## src/rtl/program_loader.sv

```systemverilog
// program_loader: UART 8N1 framed program loader writing instruction memory, checksum-verified, holds CPU until done.
// Optional inter-byte timeout is enabled by defining LOADER_TIMEOUT_EN.
module program_loader #(
  parameter int CLKS_PER_BIT = 139,
  parameter int MEM_ADDR_WIDTH = 8,
  parameter int TIMEOUT_CLKS = 1600000
) (
  input  logic                      CLK,
  input  logic                      RST,
  input  logic                      RX,
  output logic                      MEM_WE,
  output logic [MEM_ADDR_WIDTH-1:0] MEM_ADDR,
  output logic [7:0]                MEM_DATA,
  output logic                      CPU_HOLD,
  output logic                      LOAD_DONE,
  output logic                      LOAD_ERROR,
  output logic [15:0]               BYTE_COUNT
);
  typedef enum logic [2:0] {WAIT_SYNC, LEN_LO, LEN_HI, DATA, CSUM, DONE, ERROR} state_t;
  localparam int CW = $clog2(CLKS_PER_BIT);
  if (CLKS_PER_BIT < 4 || TIMEOUT_CLKS < 1) begin : g_bad_params
    $error("program_loader: CLKS_PER_BIT must be >= 4 and TIMEOUT_CLKS >= 1");
  end
  logic rx_s1, rx_s2, rx_q, busy, tick, bv, fe, active, tmo;
  logic [CW-1:0] cnt;
  logic [3:0] bitn;
  logic [7:0] sh, len_lo, sum;
  logic [15:0] len;
  logic [16:0] lenw;
  logic [MEM_ADDR_WIDTH-1:0] idx;
  state_t state, nxt;
  // bit 0 is the start-bit check at half a bit, later bits are a full bit apart
  assign tick = busy && cnt == (bitn == 4'd0 ? CW'(CLKS_PER_BIT / 2 - 1) : CW'(CLKS_PER_BIT - 1));
  assign bv = tick && bitn == 4'd9 && rx_s2;
  assign fe = tick && bitn == 4'd9 && !rx_s2;
  assign active = state inside {LEN_LO, LEN_HI, DATA, CSUM};
  assign lenw = {1'b0, sh, len_lo};
  always_ff @(posedge CLK or posedge RST) begin
    if (RST) begin
      rx_s1 <= 1'b1;
      rx_s2 <= 1'b1;
      rx_q  <= 1'b1;
      busy  <= 1'b0;
      cnt   <= '0;
      bitn  <= '0;
      sh    <= '0;
    end else begin
      rx_s1 <= RX;
      rx_s2 <= rx_s1;
      rx_q  <= rx_s2;
      if (!busy) begin
        busy <= rx_q && !rx_s2;
        cnt  <= '0;
        bitn <= '0;
      end else if (tick) begin
        cnt  <= '0;
        bitn <= bitn + 4'd1;
        if ((bitn == 4'd0 && rx_s2) || bitn == 4'd9) busy <= 1'b0;
        if (bitn >= 4'd1 && bitn <= 4'd8) sh <= {rx_s2, sh[7:1]};
      end else cnt <= cnt + 1'b1;
    end
  end
`ifdef LOADER_TIMEOUT_EN
  logic [$clog2(TIMEOUT_CLKS + 1)-1:0] tcnt;
  always_ff @(posedge CLK or posedge RST) begin
    if (RST) tcnt <= '0;
    else tcnt <= (bv || fe || !active) ? '0 : tcnt + 1'b1;
  end
  assign tmo = active && tcnt == ($bits(tcnt))'(TIMEOUT_CLKS);
`else
  assign tmo = 1'b0;
`endif
  always_comb begin
    nxt = state;
    case (state)
      WAIT_SYNC: if (bv && sh == 8'hA5) nxt = LEN_LO;
      LEN_LO:    if (bv) nxt = LEN_HI;
      LEN_HI:    if (bv) nxt = (lenw == 17'd0 || lenw > 17'(2 ** MEM_ADDR_WIDTH)) ? ERROR : DATA;
      DATA:      if (bv && BYTE_COUNT == len - 16'd1) nxt = CSUM;
      CSUM:      if (bv) nxt = (sh == sum) ? DONE : ERROR;
      default:   nxt = WAIT_SYNC;
    endcase
    if (active && (fe || tmo)) nxt = ERROR;
  end
  always_ff @(posedge CLK or posedge RST) begin
    if (RST) begin
      state      <= WAIT_SYNC;
      MEM_WE     <= 1'b0;
      MEM_ADDR   <= '0;
      MEM_DATA   <= '0;
      CPU_HOLD   <= 1'b1;
      LOAD_DONE  <= 1'b0;
      LOAD_ERROR <= 1'b0;
      BYTE_COUNT <= '0;
      idx        <= '0;
      sum        <= '0;
      len_lo     <= '0;
      len        <= '0;
    end else begin
      state  <= nxt;
      MEM_WE <= state == DATA && bv;
      if (state == WAIT_SYNC && nxt == LEN_LO) begin
        CPU_HOLD   <= 1'b1;
        LOAD_DONE  <= 1'b0;
        LOAD_ERROR <= 1'b0;
        BYTE_COUNT <= '0;
        idx        <= '0;
        sum        <= '0;
      end
      if (state == LEN_LO && bv) len_lo <= sh;
      if (state == LEN_HI && bv) len <= {sh, len_lo};
      if (state == DATA && bv) begin
        MEM_ADDR   <= idx;
        MEM_DATA   <= sh;
        idx        <= idx + 1'b1;
        BYTE_COUNT <= BYTE_COUNT + 16'd1;
        sum        <= sum + sh;
      end
      if (nxt == DONE) begin
        LOAD_DONE <= 1'b1;
        CPU_HOLD  <= 1'b0;
      end
      if (nxt == ERROR) LOAD_ERROR <= 1'b1;
    end
  end
endmodule

```

## config.mk

```make
export PLATFORM = sky130hd
export DESIGN_NAME = program_loader
export DESIGN_NICKNAME = d
export VERILOG_FILES = /design/src/rtl/program_loader.sv
export SDC_FILE = /design/constraint.sdc
export NUM_CORES = 1
export LEC_CHECK = 0
export BUFFER_PORTS_ARGS = -buffer_cell sky130_fd_sc_hd__buf_4
export CORE_MARGIN = 3
export CORE_UTILIZATION = 35
export CTS_CLUSTER_DIAMETER = 50
export CTS_CLUSTER_SIZE = 12
export DETAILED_ROUTE_END_ITERATION = 7
export GPL_ROUTABILITY_DRIVEN = 0
export HOLD_SLACK_MARGIN = 0.03
export SETUP_SLACK_MARGIN = 0.5
export SYNTH_ARGS = -nofsm -noshare
export SYNTH_HDL_FRONTEND = slang
export SYNTH_SLANG_ARGS = --single-unit
```

## constraint.sdc

```tcl
create_clock -name CLK -period 7.9 [get_ports CLK]
set_input_delay 0.395 -clock CLK [delete_from_list [all_inputs] [get_ports CLK]]
set_output_delay 0.395 -clock CLK [all_outputs]
set_load 0.01 [all_outputs]
```

==> results.md <==
* DRT iter0 DRCs at about 340
* Sw Pwr at around 0.27 mW
* Period utilisation layout at 39.6%
* Worst path bufs/invs at 1
* Asr flop ratio synth at 100%
* Post-synthesis register bit count at 103
* Max transition margin at between 40% and 50%
* Slew @ Worst Pin at between 0.8 and 0.9 ns
* FP Rows at 44
* Drt total wl at 12.5 mm
* Inst Count DP at approximately 770
* Top-area cell type share of the netlist area at 45.5%
* Effective utilization at floorplan at 36.6%
* Unrepaired setup endpoints after global routing: no
* Startpoint Class: register
* CTS max path bufs at 2
* Combinational family with the most area after synthesis: simple AND/OR/NAND/NOR gates
* Post-synthesis compound-gate area fraction at 12.0%
* Clk slew on worst S/H paths at ~0.07 ns
* Wire per inst at between 15 and 20 um
* Largest net degree at the start of global routing at 67
* Worst endpoint required time at just over 8 ns
* Mapped Area at between 0.005 and 0.006 sq mm
* Switching portion of total power at between 20% and 30%
* Highest-delay cell along the critical path: a211oi_1
* Drt pass-1 iters at 4
* Area post-placement at a little under 0.006 sq mm
* Peak Freq at 320 MHz
* First-pass GRT wire length at around 22 mm
* Vias at 4282
* R2R cell count at 7
* Final ANT Viol Nets at 0
* Layout cell share with drive strength beyond 1 at 17.8%
* Hold Crit Class: in2async
* Max-cap violations at 0
* Worst path cell trace: inv_1, ha_1, nor3b_1, or3_1, a211oi_1, nand2_1, mux2_2
* Clock Tree Root: clkbuf_16
* Power share of the combinational group at 6.2%
* Worst clock skew at 0.00901 ns
* YS warnings at 0
* Most area-consuming cells after synthesis: dfrtp_1, mux2_2, nand2_1, o21ai_0, xnor2_1
* Synth Net Count at between 500 and 600
* Cell variety after synth at 60
* Vias per cell at 5.48
* Fin. Hold Viols at 0
* Endpoint of the worst register-to-register path: len[15]
* PD cells at 186 mW/mm^2
* Post-Synth XOR/XNOR Area at 6.92%
* Arr. time, crit path at 3.36 ns
* Crit path max fanout at 16
* I/O pin count at 39
* Post-synth EDFFs at 0
* Part of the power in the clock network at roughly 45%
* Slew Limit Fails at 0
* Skew-Pair Late Insertion Delay at about 0.35 ns
* Clk sinks at 103
* Gate Count Post-Synth at 559
* Antenna Cells at 0
* Post-synthesis to final-layout area growth at 15.1%
* Top cell type by total area after synthesis: dfrtp_1
* CORE AREA at 0.0149 sq mm
* P_int at 0.895 mW
* Post-Synth Adder-Cell Area at 3.82%
* Endpoints failing setup at 0
* Post-DP HPWL at 8.77 mm
* Total GRT Usage at between 10% and 20%
* Peak supply drop at 0.000121 V
* Vias in the first global route at 4352
* Die footprint at between 0.015 and 0.02 sq mm
* Nets@finish at ~610
* Die extent in x at around 130 um
* Seq/Total Area, Yosys at 47.4%
* Min cycle time layout at 3.13 ns
* P_leak at around 3.0 nW
* DR DRC count at 0
* Synthesized area per cell at 9.74 sq um
* TritonCTS clock tree: done
* Die height at 131 um
* Final instance area at 0.00627 sq mm
* Sequential share of power at 49.3%
* Worst r2r src: bitn[0]
* Final Power at 1.17 mW
* CTS Buf Count at 9
* CP top delay family: simple AND/OR/NAND/NOR gates
* Multiplexer area fraction after synthesis at 6.62%
* Htree depth at 3
* Synthesized-area fraction occupied by and/or/nand/nor cells at 21.0%
* Fin Setup TNS at 0 ns
* Dominant synthesized flop cell: dfrtp_1
* Antenna violations before repair at 0
* Critical path capture point type: register
* Crit Path Category: reg2reg
* CTS resizes at 0
* Post-CTS Repair Setup Buffers at 0
* Worst path max stage delay at between 0.6 and 0.7 ns
* Congestion Overflow GR at 0
* Outcome: completed
* CTS Hold Bufs at 0
* R2R Setup Slk at approximately 4.8 ns
* Final Non-Filler Cells at just under 800
* IO Port Bufs at 38
[how the worst max path moves through the flow]
| stage | startpoint | endpoint | slack (ns) | cells after the start |
|---|---|---|---|---|
| finish | bitn[0] | len[15] | 4.77 | 7 |
| global route | bitn[0] | len[3] | 4.56 | 7 |
| CTS | bitn[0] | len[15] | 4.80 | 7 |
| detailed placement | bitn[0] | len[3] | 4.82 | 7 |
| global placement | bitn[0] | len[14] | 4.93 | 7 |
| floorplan | RST | BYTE_COUNT[0] | 4.81 | 1 |
[kinds of logic (layout without fill, tap and decap cells)]
logic type / Yosys count / count (layout)
compound gates: 102 / 102
xor+xnor: 43 / 43
fa+ha+maj: 16 / 16
buf+inv: 30 / 68
flops: 103 / 103
mux: 32 / 32
simple gates: 233 / 233
[metal layers]
metal  wire length, um  global-route usage [%]  part of all wire [%]  up-vias
li1                  -                       -                     -     2039
met1              5960                    21.3                    48     2116
met2              5700                    24.4                    45      106
met3               568                    4.11                   4.5       21
met4               308                    6.29                   2.5        0
met5                 0                       0                     0        -
[Yosys cell counts, drive strengths merged (3+ instances only)]
cell     n
dfrtp   99
nand2   92
o21ai   47
nor2    42
mux2    32
xnor2   25
xor2    18
and3    16
nand3   16
ha      15
nor3    13
clkbuf  12
a21oi   11
a31oi   11
nand4   11
inv     10
nor4     9
buf      8
a21o     6
a22o     6
nor2b    5
and2     4
dfstp    4
or3      4
a211oi   3
nand2b   3
nand3b   3
or4      3
[stage by stage]
stage	setup slack, ns	hold WS (ns)	util, %
floorplan	4.81	0.345	-
global placement	4.93	0.347	39.8
detailed placement	4.82	0.348	39.8
CTS	4.80	0.0739	42.2
global route	4.56	0.100	42.2
finish	4.77	0.0631	42.2
[placed cells by master (no fill, tap or decap), drive strengths merged, types with 9 or more instances in the layout]
master and instances:
a21oi 11, a31oi 11, and3 16, buf 42, clkbuf 9, dfrtp 99
ha 15, inv 13, mux2 32, nand2 92, nand3 16, nand4 11
nor2 42, nor3 13, nor4 9, o21ai 47, xnor2 25, xor2 18
[worst register-to-register path, cell delays in order (launching register included)]
cell and delay, ns:
dfrtp_1 0.40, inv_1 0.10, ha_1 0.22, nor3b_1 0.15
or3_1 0.43, a211oi_1 0.65, nand2_1 0.62, mux2_2 0.44
[state kept, by name (all words and copies together), names as in the netlist, 3 cells and up]
| name | count |
|---|---|
| MEM_ADDR | 8 |
| MEM_DATA | 8 |
| BYTE_COUNT | 16 |
| state | 3 |
| sum | 8 |
| len_lo | 8 |
| len | 16 |
| bitn | 4 |
| idx | 8 |
| cnt | 8 |
| sh | 8 |
[layout make-up]
type,count,area (sq um)
fillers,1446,8600
multi-input cells,426,2750
flip-flops and latches,103,2580
repair buffers,42,315
well taps,184,230
clock buffers,9,225
clock inverters,7,126
inverters,10,40.0
[power groups by stage]
stage	sequential, mW	clock [mW]	combinational [mW]
floorplan	0.578	0	0.0613
global placement	0.584	0	0.0715
detailed placement	0.586	0	0.0735
CTS	0.575	0.536	0.0744
global route	0.580	0.556	0.0864
finish	0.575	0.521	0.0723
No activity file was read; power rests on OpenSTA's default activity.
